## config.mk

```make
export PLATFORM = sky130hd
export DESIGN_NAME = cla_pipe_adder
export DESIGN_NICKNAME = d
export VERILOG_FILES = /design/src/rtl/cla_pipe_adder.sv
export SDC_FILE = /design/constraint.sdc
export NUM_CORES = 1
export LEC_CHECK = 0
export BUFFER_PORTS_ARGS = -buffer_cell sky130_fd_sc_hd__buf_2
export CORE_MARGIN = 5
export CORE_UTILIZATION = 51
export DETAILED_ROUTE_END_ITERATION = 8
export PLACE_DENSITY_LB_ADDON = 0.25
export REMOVE_ABC_BUFFERS = 1
export SLEW_MARGIN = 15
export SYNTH_ARGS = -nofsm -noshare
export SYNTH_HDL_FRONTEND = slang
export SYNTH_SLANG_ARGS = --single-unit
```

## constraint.sdc

```tcl
create_clock -name clk -period 1.53 [get_ports clk]
set_input_delay 0.2295 -clock clk [delete_from_list [all_inputs] [get_ports clk]]
set_output_delay 0.2295 -clock clk [all_outputs]
set_load 0.05 [all_outputs]
```

## src/rtl/cla_pipe_adder.sv

```systemverilog
// cla_pipe_adder
//   Pipelined carry-lookahead adder/subtractor with a valid/ready handshake.
//   The operands are split into NGRP = WIDTH/GROUP blocks of GROUP bits. Stage k
//   resolves block k with a GROUP-bit lookahead carry network. It uses the block
//   carry registered by stage k-1, or the effective carry-in for stage 0. Operand
//   blocks above k travel with the beat, and finished sum bits travel forward.
//   The last stage register is the output register.
//
//   Optional feature: define CLA_PIPE_SAT_EN to add the 'sat' port. With sat=1, a
//   signed overflow clamps sum to the signed max or min. c_out and overflow still
//   report the unsaturated result.
//
// Ports
//   clk        rising-edge clock
//   rst        synchronous, active-high reset; discards every in-flight beat
//   in_valid   operand beat valid
//   in_ready   beat can be accepted (= !out_valid || out_ready)
//   a, b       operands (WIDTH)
//   c_in       carry-in for add; ignored for subtract
//   op         0: a + b + c_in, 1: a - b
//   sat        saturate on signed overflow (CLA_PIPE_SAT_EN only)
//   out_valid  result valid
//   out_ready  downstream accepts result
//   sum        result (WIDTH)
//   c_out      carry out of MSB (subtract: 1 = no borrow)
//   overflow   signed overflow (carry into MSB xor carry out of MSB)
module cla_pipe_adder #(
    parameter int unsigned WIDTH = 16,
    parameter int unsigned GROUP = 4
) (
    input  logic             clk,
    input  logic             rst,
    input  logic             in_valid,
    output logic             in_ready,
    input  logic [WIDTH-1:0] a,
    input  logic [WIDTH-1:0] b,
    input  logic             c_in,
    input  logic             op,
`ifdef CLA_PIPE_SAT_EN
    input  logic             sat,
`endif
    output logic             out_valid,
    input  logic             out_ready,
    output logic [WIDTH-1:0] sum,
    output logic             c_out,
    output logic             overflow
);

    localparam int unsigned NGRP = WIDTH / GROUP;

    if ((WIDTH % GROUP) != 0 || NGRP < 1) begin : g_bad_cfg
        $error("cla_pipe_adder: WIDTH must be a non-zero multiple of GROUP");
    end

    // One enable for every stage: the whole pipe holds while the output is stalled.
    logic adv;

    assign in_ready = !out_valid || out_ready;
    assign adv      = in_ready;

    for (genvar k = 0; k < NGRP; k++) begin : stg
        localparam int unsigned LO = k * GROUP;
        localparam int unsigned HI = LO + GROUP;

        logic [WIDTH-1:LO] opa;      // operand A blocks k..NGRP-1
        logic [WIDTH-1:LO] opb;      // effective operand B blocks k..NGRP-1
        logic              cin;
        logic              v_in;
        logic [HI-1:0]     sum_mod;  // all sum bits finished after this stage
        logic [HI-1:0]     sum_d;
`ifdef CLA_PIPE_SAT_EN
        logic              sat_in;
`endif

        logic [GROUP-1:0]  g;
        logic [GROUP-1:0]  p;
        logic [GROUP-1:0]  s;
        logic [GROUP:0]    c;
        logic              pp;

        logic              v_q;
        logic              c_q;
        logic [HI-1:0]     sum_q;

        if (k == 0) begin : head
            assign opa     = a;
            assign opb     = op ? ~b : b;
            assign cin     = op | c_in;
            assign v_in    = in_valid;
            assign sum_mod = s;
`ifdef CLA_PIPE_SAT_EN
            assign sat_in  = sat;
`endif
        end else begin : body
            assign opa     = stg[k-1].fwd.opa_q;
            assign opb     = stg[k-1].fwd.opb_q;
            assign cin     = stg[k-1].c_q;
            assign v_in    = stg[k-1].v_q;
            assign sum_mod = {s, stg[k-1].sum_q};
`ifdef CLA_PIPE_SAT_EN
            assign sat_in  = stg[k-1].fwd.sat_q;
`endif
        end

        // Lookahead carries in sum-of-products form:
        // c[i+1] = g[i] | p[i]g[i-1] | ... | p[i..0]cin
        always_comb begin
            g    = opa[HI-1:LO] & opb[HI-1:LO];
            p    = opa[HI-1:LO] ^ opb[HI-1:LO];
            c    = '0;
            pp   = 1'b1;
            c[0] = cin;
            for (int unsigned i = 0; i < GROUP; i++) begin
                pp = 1'b1;
                for (int unsigned m = 0; m <= i; m++) begin
                    c[i+1] = c[i+1] | (g[i-m] & pp);
                    pp     = pp & p[i-m];
                end
                c[i+1] = c[i+1] | (cin & pp);
            end
            s = p ^ c[GROUP-1:0];
        end

        always_ff @(posedge clk) begin
            if (rst) begin
                v_q   <= 1'b0;
                c_q   <= 1'b0;
                sum_q <= '0;
            end else if (adv) begin
                v_q   <= v_in;
                c_q   <= c[GROUP];
                sum_q <= sum_d;
            end
        end

        if (k < NGRP - 1) begin : fwd
            logic [WIDTH-1:HI] opa_q;
            logic [WIDTH-1:HI] opb_q;
`ifdef CLA_PIPE_SAT_EN
            logic              sat_q;
`endif

            assign sum_d = sum_mod;

            always_ff @(posedge clk) begin
                if (rst) begin
                    opa_q <= '0;
                    opb_q <= '0;
`ifdef CLA_PIPE_SAT_EN
                    sat_q <= 1'b0;
`endif
                end else if (adv) begin
                    opa_q <= opa[WIDTH-1:HI];
                    opb_q <= opb[WIDTH-1:HI];
`ifdef CLA_PIPE_SAT_EN
                    sat_q <= sat_in;
`endif
                end
            end
        end else begin : last
            logic ovf_d;
            logic ovf_q;

            assign ovf_d = c[GROUP] ^ c[GROUP-1];

`ifdef CLA_PIPE_SAT_EN
            // On overflow the true result has the sign of A.
            // Clamp it to the signed extreme with that sign.
            assign sum_d = (sat_in && ovf_d)
                         ? {opa[WIDTH-1], {(WIDTH-1){~opa[WIDTH-1]}}}
                         : sum_mod;
`else
            assign sum_d = sum_mod;
`endif

            always_ff @(posedge clk) begin
                if (rst) begin
                    ovf_q <= 1'b0;
                end else if (adv) begin
                    ovf_q <= ovf_d;
                end
            end
        end
    end

    assign out_valid = stg[NGRP-1].v_q;
    assign sum       = stg[NGRP-1].sum_q;
    assign c_out     = stg[NGRP-1].c_q;
    assign overflow  = stg[NGRP-1].last.ovf_q;

endmodule
```

# Word level (Yosys, flattened, before mapping)
# Cells that the tools add are included.
# classes
addsub,0
n_mul,0
div,0
n_lt_le_gt_ge,0
eq_ne,0
shift,0
muxes,1
bitwise_logic,119
reduce_logical,2
# op_table
op,count
1-bit AND,64
1-bit bitwise OR,41
4-bit bitwise XOR,8
4-bit AND,4
16-bit two-way mux,1
16-bit inverter,1
1-bit zero test,1
1-bit logical OR,1
1-bit bitwise XOR,1
# word_totals
regBits,97
latch_bits,0
mem_bits_rw,0
rom_bits,0
in_bits,38
output_inout_bits,20
elab_cells,141
memories,0

# Depth between registers and ports, before layout
# Gate-level depths: netlist of run 1.
# logic_depth
ltp_word,8
depth_mapped,8
ltp_nobuf,6

# Least setup slack after synthesis of run 1
# No wires, ideal clock.
# synth_path
path_type,in2reg
start,input port op
end,register stg[0].sum_q[3]
setup_time_ns,0.116
t_arrival_ns,1.547
required_ns,1.414
path_slack_ns,-0.132
stages,7
path_cell_list,buf_4 -> buf_6 -> xor2_1 -> ha_1 -> or3_1 -> mux2i_1 -> nor2_1
# synth_via
elab_chain_len,7
word_cells_on_any_way,13
cone_classes,mux (1); bitwise (12)
# synth_lines
item,line_no,source
start: declaration,38,"input logic op,"
16-bit two-way mux,87,assign opb = op ? ~b : b;
4-bit AND / 4-bit bitwise XOR (equally long branches),"108, 109",
"1-bit AND, on equally long branches","116, 117",
"1-bit bitwise OR, or another cell as far along",116,c[i+1] = c[i+1] | (g[i-m] & pp);
1-bit bitwise OR / 1-bit AND (equally long branches),"116, 119",
1-bit bitwise OR,119,c[i+1] = c[i+1] | (cin & pp);
4-bit bitwise XOR (*),121,s = p ^ c[GROUP-1:0];
end signal: assignment,132,sum_q <= sum_d;
end: declaration,83,logic [HI-1:0] sum_q;
# Every way passes the cells marked *; elsewhere a longest branch is shown, timed or not.
# A chain may end at the register's enable or synchronous reset.

# Final worst setup path of run 1
# layout_path
start,register stg[3].v_q (netlist: out_valid)
end,register stg[3].sum_q[15] (netlist: sum[15])
# layout_via
elab_chain_len,2
# layout_lines
item,line_no,source
start: declaration,81,logic v_q;
start signal: assignment,130,v_q <= v_in;
1-bit zero test,58,assign in_ready = !out_valid || out_ready;
1-bit logical OR,58,
end signal: assignment,132,
end: declaration,83,
# Every way passes these cells.

==> flow_summary.json, run 1 <==
{
  "clkTransAtPathRegs_ps": 90,
  "critical_path_class": "reg -> reg",
  "grt_pass1_wl_um": 14770,
  "max_freq_mhz": 686.2,
  "finalInstanceArea_mm2": 0.004871,
  "status": "completed",
  "die_y_um": 99.82,
  "antenna_left": 0,
  "synth.top_cell.area_share": 0.4720,
  "layout-drive-gt1-share": 0.1883,
  "critPathMaxFanout": 68,
  "dpl.cell_count": 626,
  "num_antenna_cells": 0,
  "fin_nets": 600,
  "io_buffers": 57,
  "fillers": 707,
  "final_common_cell": "nand2_1",
  "first_global_vias": 3312,
  "finalPower_mw": 5.413,
  "fp.coreArea_mm2": 0.007807,
  "ys_seq_elements": 97,
  "ys_warn_count": 0,
  "yosysTopAreaCell": "dfxtp_1",
  "placed_area_mm2": 0.004477,
  "cp_data_required_time_ps": 1760,
  "critPathLaunchType": "register",
  "synth.distinct_cells": 37,
  "skew_ps": 4.878,
  "finalSetupTns_ps": 0,
  "grt_max_degree": 71,
  "worst_pin_slew_ps": 497.9,
  "drc": 0,
  "fin_cells": 649,
  "io_pins": 58,
  "finalSetupViolCount": 0,
  "syn2layout_area_growth_pct": 18.40,
  "crit_slowest_cell": "dfxtp_2",
  "p_per_area_mw_per_mm2": 1111,
  "dieWidth_um": 99.82,
  "syn-instance-count": 489,
  "fin_crit_sh": 0.9525,
  "multiInputGateArea_mm2": 0.001982,
  "clock-root-buffer": "clkbuf_8",
  "layout_min_cycle_time_ps": 1457,
  "seq_area_mm2": 0.001943,
  "worstPathArrival_ps": 1690,
  "grt_overflow": 0,
  "rows": 32,
  "min_path_type": "in -> reg",
  "clock_latency_ps": 350,
  "syn-cell-area_mm2": 0.004114,
  "most-common-layout-cells": "140 x nand2_1, 96 x dfxtp_1, 70 x a21oi_1",
  "routedWlPerCell_um": 13.13,
  "cp_top_family": "buffers and inverters",
  "synth_area_leaders": "dfxtp_1 47%, nand2_1 13%, a21oi_1 8.5%",
  "track_usage": 0.1796,
  "cts_max_level": 3,
  "cts_tree": "built",
  "cts.sinks": 97,
  "antenna_found_initial": 0,
  "vdd_drop_max_v": 0.0005372,
  "crit_path_end_kind": "register",
  "slew_headroom": 0.6660,
  "drt_iter0_drc": 110,
  "p_leak_nw": 2.017,
  "slowest_delay_ps": 330,
  "drt_wl_total_um": 8524,
  "syn_avg_cell_area_um2": 8.413,
  "maxCapViolCount": 0,
  "dr_total_vias": 3335,
  "hold_ws_ps": 108.7,
  "cts_buffers": 9,
  "ys_seq_area_frac": 0.4720,
  "slew_violations": 0,
  "die-area_mm2": 0.009963,
  "critical_path_buf_inv_count": 2,
  "initial_core_util": 0.5269,
  "crit_chain": "nor2b_4 > buf_4 > buf_12 > nor4b_1 > a31oi_1 > o211ai_1",
  "clockBufferDepth": 2,
  "dr.pass1.iters": 4,
  "vias_per_cell": 5.139,
  "gp_congestion": 0.8217,
  "hold_viol_final": 0,
  "dpl.hpwl_um": 5253
}
-- routing by layer --
layer	wire length (um)	vias to the layer above	GRT usage	share of wire
li1	-	1743	-	-
met3	370	12	0.03961	0.043
met4	108	0	0.04832	0.013
met5	0	-	0	0
met1	4055	1527	0.2209	0.48
met2	3989	53	0.3166	0.47
-- worst reg2reg max path, cell delays in order (launching register included) --
cell	delay, ps
dfxtp_2	330
nor2b_4	170
buf_4	160
buf_12	270
nor4b_1	140
a31oi_1	160
o211ai_1	110
-- layout make-up --
class	count	area share
tap	102	0.02620
inverter	5	0.004881
multi-input combinational	353	0.4069
timing repair buffer	76	0.1130
clock inverter	5	0.02106
clock buffer	11	0.02903
sequential	97	0.3989
-- state kept, by name, indices dropped and copies added (netlist names) --
register	flops
stg.sum_q	24
stg.fwd.opb_q	24
overflow	1
c_out	1
stg.v_q	3
stg.c_q	3
sum	16
out_valid	1
stg.fwd.opa_q	24
-- cells by family after synthesis --
logic type,synth area share
and+or+nand+nor,0.1962
AOI/OAI and AO/OA,0.1651
DFF,0.4720
buffers and inverters,0.05109
xor gates and xnor gates,0.04258
adders and majority gates,0.06813
muxes,0.004866
-- synthesized netlist by cell type --
master / count
fa_1: 4
or2_2: 1
a31oi_1: 3
nor3b_1: 2
nor3_1: 4
nor4b_1: 3
buf_4: 4
xor2_1: 5
o21a_1: 1
a221oi_2: 1
inv_2: 1
nand2_1: 140
nor2b_4: 1
buf_1: 3
buf_2: 15
nand3_1: 8
a21oi_1: 70
mux2i_1: 2
a21boi_0: 1
ha_1: 16
or3_1: 1
buf_6: 4
clkinv_1: 1
o21ai_0: 7
o21bai_1: 1
o31ai_1: 3
inv_1: 3
o21ai_1: 1
o211ai_1: 4
nand4b_1: 3
a211oi_2: 1
xnor2_1: 15
nor2_1: 34
clkbuf_1: 8
a211oi_1: 19
o211ai_2: 2
dfxtp_1: 97
-- metrics by stage --
stage / worst slack (ps) / utilization
detailed placement: -57.91 / 0.5734
CTS: 3.802 / 0.6178
floorplan: -1839 / -
global placement: -18.57 / 0.5734
finish: 72.65 / 0.6239
global route: -0.9861 / 0.6239
-- path summary, 6_finish.rpt --
path	from	to	slack, ps	depth (start not counted)
max	out_valid$_SDFFE_PP0P_	sum[15]$_SDFFE_PP0P_	70	6
min	a[10]	stg[0].fwd.opa_q[10]$_SDFFE_PP0P_	110	3
max reg2reg	out_valid$_SDFFE_PP0P_	sum[15]$_SDFFE_PP0P_	70	6
min reg2reg	sum[11]$_SDFFE_PP0P_	sum[11]$_SDFFE_PP0P_	450	2
-- report_power, final --
part	internal, mW	switching, mW
Clock	1.13	0.860
Combinational	0.283	0.367
Sequential	2.69	0.0870
Total	4.10	1.31
-- timing repair --
action,in CTS,in global routing
pin swaps,0,2
endpoints found under the setup margin,2,8
cloned,2,0
hold buffers,0,0
buffers inserted,2,3
resized for setup,5,6
Power figures use the tool's default switching activity.
==> run 2, diff against run 1 <==
--- a/config.mk
+++ b/config.mk
@@ -9,7 +9,8 @@
 export CORE_MARGIN = 5
 export CORE_UTILIZATION = 51
 export DETAILED_ROUTE_END_ITERATION = 8
-export PLACE_DENSITY_LB_ADDON = 0.25
+export HOLD_SLACK_MARGIN = 0.06
+export PLACE_DENSITY = 0.79
 export REMOVE_ABC_BUFFERS = 1
 export SLEW_MARGIN = 15
 export SYNTH_ARGS = -nofsm -noshare
==> run 2 against run 1 <==
Critical path depth is 1 lower. Worst setup slack worse by 36 ps. Cell area is 0.21% higher. Routed wire length is 6.3% higher. Sequential power hardly changed. Global-route usage is 0.42 points lower. Largest cell class unchanged. Non-clock buffer count is 1 higher. Combinational power is 3.4% higher. Clock skew is 5.4 ps higher. Worst hold slack worse by 6.9 ps.
==> flow_summary.json, run 2 (synthesized netlist as in run 1, its figures left out) <==
{
  "fp.coreArea_mm2": 0.007807,
  "dr_total_vias": 3489,
  "finalInstanceArea_mm2": 0.004881,
  "layout_min_cycle_time_ps": 1494,
  "finalSetupViolCount": 0,
  "skew_ps": 10.25,
  "hold_viol_final": 0,
  "p_per_area_mw_per_mm2": 1073,
  "drt_wl_total_um": 9057,
  "multiInputGateArea_mm2": 0.001994,
  "fin_crit_sh": 0.9764,
  "fillers": 679,
  "final_common_cell": "nand2_1",
  "dpl.hpwl_um": 5554,
  "drt_iter0_drc": 222,
  "clkTransAtPathRegs_ps": 90,
  "hold_ws_ps": 101.8,
  "critical_path_buf_inv_count": 0,
  "critical_path_class": "reg -> reg",
  "clockBufferDepth": 2,
  "critPathMaxFanout": 4,
  "finalPower_mw": 5.239,
  "track_usage": 0.1754,
  "crit_path_end_kind": "register",
  "slew_headroom": 0.6465,
  "cp_top_family": "compound AO/OA/AOI/OAI gates",
  "antenna_left": 0,
  "dr.pass1.iters": 4,
  "syn2layout_area_growth_pct": 18.64,
  "grt_pass1_wl_um": 14480,
  "gp_congestion": 0.8071,
  "grt_overflow": 0,
  "most-common-layout-cells": "140 x nand2_1, 94 x dfxtp_1, 70 x a21oi_1",
  "worst_pin_slew_ps": 527.0,
  "placed_area_mm2": 0.004484,
  "p_leak_nw": 2.012,
  "first_global_vias": 3335,
  "cts.sinks": 97,
  "die-area_mm2": 0.009963,
  "vdd_drop_max_v": 0.0005691,
  "cts_tree": "built",
  "crit_chain": "ha_1 > a211oi_2 > nor3b_2 > o21ai_0 > a21oi_1",
  "layout-drive-gt1-share": 0.1920,
  "clock_latency_ps": 360,
  "io_buffers": 57,
  "drc": 0,
  "status": "completed",
  "worstPathArrival_ps": 1740,
  "grt_max_degree": 71,
  "io_pins": 58,
  "vias_per_cell": 5.376,
  "top_regs": "stg.fwd.opa_q: 24 flops, stg.fwd.opb_q: 24 flops, stg.sum_q: 24 flops",
  "min_path_type": "in -> reg",
  "seq_area_mm2": 0.001946,
  "slowest_delay_ps": 350,
  "crit_slowest_cell": "dfxtp_1",
  "initial_core_util": 0.5269,
  "antenna_found_initial": 0,
  "cts_buffers": 9,
  "cts_max_level": 3,
  "die_y_um": 99.82,
  "slew_violations": 0,
  "rows": 32,
  "clock-root-buffer": "clkbuf_8",
  "dieWidth_um": 99.82,
  "maxCapViolCount": 0,
  "fin_nets": 601,
  "cp_data_required_time_ps": 1780,
  "routedWlPerCell_um": 13.96,
  "max_freq_mhz": 669.4,
  "num_antenna_cells": 0,
  "critPathLaunchType": "register"
}
-- run 2: cell types whose count changed in the layout (fill, tap and decap cells not counted), moves of 2 or more --
cell / delta
dfxtp_1: -2
dfxtp_2: +2
clkbuf_16: +2
buf_4: -2
-- run 2: worst paths after layout --
path	start	endpoint	slack, ps	cells past startpoint
worst max-delay path	stg[1].fwd.opa_q[8]$_SDFFE_PP0P_	stg[2].c_q$_SDFFE_PP0P_	40	5
worst min-delay path	in_valid	stg[0].v_q$_SDFFE_PP0P_	100	3
worst max register to register	stg[1].fwd.opa_q[8]$_SDFFE_PP0P_	stg[2].c_q$_SDFFE_PP0P_	40	5
worst min register to register	sum[2]$_SDFFE_PP0P_	sum[2]$_SDFFE_PP0P_	450	2
-- run 2: routing by layer --
| metal | global-route usage | wire, um | up-vias |
|---|---|---|---|
| li1 | - | - | 1743 |
| met1 | 0.2229 | 4158 | 1657 |
| met2 | 0.2945 | 4334 | 78 |
| met3 | 0.03614 | 408 | 11 |
| met4 | 0.06408 | 156 | 0 |
| met5 | 0 | 0 | - |
-- run 2: power breakdown --
group / internal (mW) / switching (mW) / total [mW]
Sequential: 2.69 / 0.0892 / 2.78
Clock: 0.956 / 0.834 / 1.79
Combinational: 0.291 / 0.381 / 0.671
Total: 3.94 / 1.30 / 5.24
-- run 2: timing repair --
| action | in CTS | in global routing |
|---|---|---|
| resized for setup | 7 | 10 |
| cloned | 1 | 2 |
| hold buffers | 0 | 0 |
| setup endpoints to repair | 2 | 14 |
| setup buffers | 2 | 2 |
| pin swaps | 0 | 3 |
-- run 2: layout make-up --
type                    count  area share
inverters                   5    0.004871
flip-flops and latches     97      0.3986
multi-input cells         353      0.4086
clock inverters             3     0.01333
well taps                 102     0.02615
repair buffers             77      0.1187
clock buffers              12     0.02974
-- run 2: per-stage QoR --
step,TNS [ps],utilization,setup slack [ps],cells
2_1_floorplan,-159990,-,-1839,455
3_3_place_gp,-41.62,0.5744,-25.63,627
3_5_place_dp,-212.3,0.5744,-130.4,627
4_1_cts,0,0.6109,6.995,645
5_1_grt,-94.57,0.6252,-52.62,649
6_report,0,0.6252,36.17,649
-- run 2: worst register-to-register path: cells and delay by family, from the launching register on --
| kind | cells | cell delay (ps) |
|---|---|---|
| AO/OA/AOI/OAI | 3 | 600 |
| AND/OR/NAND/NOR | 1 | 120 |
| adder cells (fa/ha/maj) | 1 | 310 |
| flip-flops | 1 | 350 |
==> run 3, diff against run 2 <==
--- a/config.mk
+++ b/config.mk
@@ -5,6 +5,7 @@
 export SDC_FILE = /design/constraint.sdc
 export NUM_CORES = 1
 export LEC_CHECK = 0
+export ABC_AREA = 1
 export BUFFER_PORTS_ARGS = -buffer_cell sky130_fd_sc_hd__buf_2
 export CORE_MARGIN = 5
 export CORE_UTILIZATION = 51
==> run 3 against run 2 <==
Worst setup slack better by 59 ps. Critical path depth down 1. Highest routed layer unchanged. Non-clock buffer count down 4. Core utilization down 3.0 points. Die area up 2.0%. Clock power about the same. Largest power group unchanged. Sequential share of layout area up 0.28 points.
==> flow_summary.json, run 3 <==
{
  "most-common-layout-cells": "133 x nor2_1, 96 x dfxtp_1, 84 x o21ai_0",
  "ys_warn_count": 0,
  "rsz0062_at_grt": "no",
  "finalPower_mw": 5.349,
  "hold_viol_final": 0,
  "dr_wl_met3_um": 406,
  "antenna_found_initial": 0,
  "synth_edf_count": 0,
  "critical_path_buf_inv_count": 3,
  "clkTransAtPathRegs_ps": 90,
  "wl_met2_um": 4235,
  "synthFlopType": "dfxtp_1",
  "layout-drive-gt1-share": 0.1661,
  "crit_path_end_kind": "output port",
  "placed_area_mm2": 0.004599,
  "cp_top_family": "buffers and inverters",
  "io_pins": 58,
  "fin_crit_sh": 0.9378,
  "yosysMostFrequentCell": "nor2_1",
  "synth.top_cell.area_share": 0.4616,
  "gp_congestion": 0.7785,
  "num_antenna_cells": 0,
  "syn_avg_cell_area_um2": 7.790,
  "ys_seq_area_frac": 0.4616,
  "layout_min_cycle_time_ps": 1435,
  "drc": 0,
  "worst_pin_slew_ps": 389.7,
  "routedWlPerCell_um": 11.81,
  "place_ws_ps": -91.00,
  "clock-root-buffer": "clkbuf_8",
  "final_common_cell": "nor2_1",
  "syn-cell-area_mm2": 0.004207,
  "post_cts_buffers": 0,
  "cp_data_required_time_ps": 1300,
  "dpl.hpwl_um": 5610,
  "cts_buffers": 9,
  "drt_wl_total_um": 8281,
  "die_y_um": 100.8,
  "hold_ws_ps": 124.8,
  "clockBufferDepth": 2,
  "fin_nets": 650,
  "die-area_mm2": 0.01016,
  "vdd_drop_max_v": 0.0004653,
  "cts_max_level": 3,
  "worst_slack_ps": 95.20,
  "grt_overflow": 0,
  "synth.distinct_cells": 27,
  "skew_ps": 8.874,
  "yosysTopAreaCell": "dfxtp_1",
  "crit_slowest_cell": "dfxtp_1",
  "drt_iter0_drc": 104,
  "dr.pass1.iters": 5,
  "cts.sinks": 97,
  "dr_total_vias": 3507,
  "first_global_vias": 3297,
  "synthTopCellsByCount": "135 x nor2_1, 97 x dfxtp_1, 84 x o21ai_0, 38 x inv_1, 37 x nand2_1",
  "min_path_type": "in -> reg",
  "drt-met1-wl_um": 3533,
  "worstPathArrival_ps": 1210,
  "fin_cells": 701,
  "critical_path_class": "reg -> out",
  "slew_headroom": 0.7402,
  "finalSetupViolCount": 0,
  "io_buffers": 57,
  "dpl.cell_count": 686,
  "p_per_area_mw_per_mm2": 1105,
  "track_usage": 0.1675,
  "slew_violations": 0,
  "fp.coreArea_mm2": 0.008134,
  "synth_area_leaders": "dfxtp_1 46%, nor2_1 12%, o21ai_0 10%",
  "syn-instance-count": 540,
  "cts_tree": "built",
  "grt_pass1_wl_um": 13900,
  "vias_per_cell": 5.003,
  "syn2layout_area_growth_pct": 15.08,
  "slowest_delay_ps": 330,
  "critPathLaunchType": "register",
  "antenna_left": 0,
  "ys_seq_elements": 97,
  "crit_chain": "inv_1 > nor2_4 > inv_4 > buf_6",
  "clock_latency_ps": 350,
  "status": "completed",
  "max_freq_mhz": 697.0,
  "initial_core_util": 0.5172,
  "highest_layer": "met4",
  "finalInstanceArea_mm2": 0.004841,
  "critPathMaxFanout": 17,
  "maxCapViolCount": 0,
  "p_leak_nw": 2.460,
  "top_regs": "stg.fwd.opa_q: 24 flops, stg.fwd.opb_q: 24 flops, stg.sum_q: 24 flops",
  "grt_max_degree": 53,
  "rows": 33,
  "dieWidth_um": 100.8,
  "ys_async_sr_fraction": 0,
  "hold_buffers": 0
}
[run 3: changes by cell type after synthesis, sizes merged, moves of 4 or more]
cell	previous run	this run
a211oi	20	0
a21oi	70	33
buf	26	16
clkbuf	8	16
inv	4	40
nand2	140	38
nand3	8	20
nor2	34	136
nor3	4	0
o211ai	6	1
o21ai	8	92
[run 3: power breakdown]
group / switching [mW] / internal [mW] / leakage [nW]
Sequential: 0.0970 / 2.72 / 0.799
Clock: 0.828 / 0.953 / 0.104
Combinational: 0.452 / 0.300 / 1.56
[run 3: final cells by class]
class	instances	area, um^2
clock inverter	5	80.08
timing repair buffer	73	449.2
fill	717	3293
multi-input combinational	371	1947
clock buffer	10	137.6
sequential	97	1943
tap	105	131.4
inverter	40	152.6
[run 3: path summary, 6_finish.rpt]
| check | startpoint | cells after the start | endpoint | slack [ps] |
|---|---|---|---|---|
| hold reg to reg | stg[0].sum_q[1]$_SDFFE_PP0P_ | 2 | stg[1].sum_q[1]$_SDFFE_PP0P_ | 440 |
| setup / recovery | out_valid$_SDFFE_PP0P_ | 4 | in_ready | 100 |
| hold / removal | a[5] | 3 | stg[0].fwd.opa_q[5]$_SDFFE_PP0P_ | 120 |
| setup reg to reg | stg[0].fwd.opa_q[6]$_SDFFE_PP0P_ | 9 | stg[1].c_q$_SDFFE_PP0P_ | 140 |
[run 3: logic make-up (layout without fill, tap and decap cells)]
family,after synthesis,after routing,synth area share
AOI/OAI and AO/OA,131,131,0.1594
xor gates and xnor gates,20,20,0.04164
adders and majority gates,20,20,0.06663
buffers and inverters,72,128,0.07941
DFF,97,97,0.4616
and+or+nand+nor,200,200,0.1913
[run 3: per-stage QoR]
| stage | TNS, ps | util |
|---|---|---|
| finish | 0 | 0.5951 |
| global route | 0 | 0.5951 |
| CTS | 0 | 0.5925 |
| detailed placement | -99.51 | 0.5655 |
| global placement | 0 | 0.5655 |
| floorplan | -79580 | - |
[run 3: worst min-delay path, delay by kind of cell]
kind	cells	cell delay, ps
AND/OR/NAND/NOR	1	70
buffers and inverters	1	70
AO/OA/AOI/OAI	1	70
[run 3: timing repair]
item	4_1_cts	5_1_grt
endpoints found under the hold margin	0	0
setup endpoints to repair	1	5
resized for setup	1	8
[run 3: layer usage]
layer  global-route usage  vias up
met1               0.1901     1590
met3              0.02768        8
li1                     -     1845
met5                    0        -
met4              0.07461        0
met2               0.3053       64
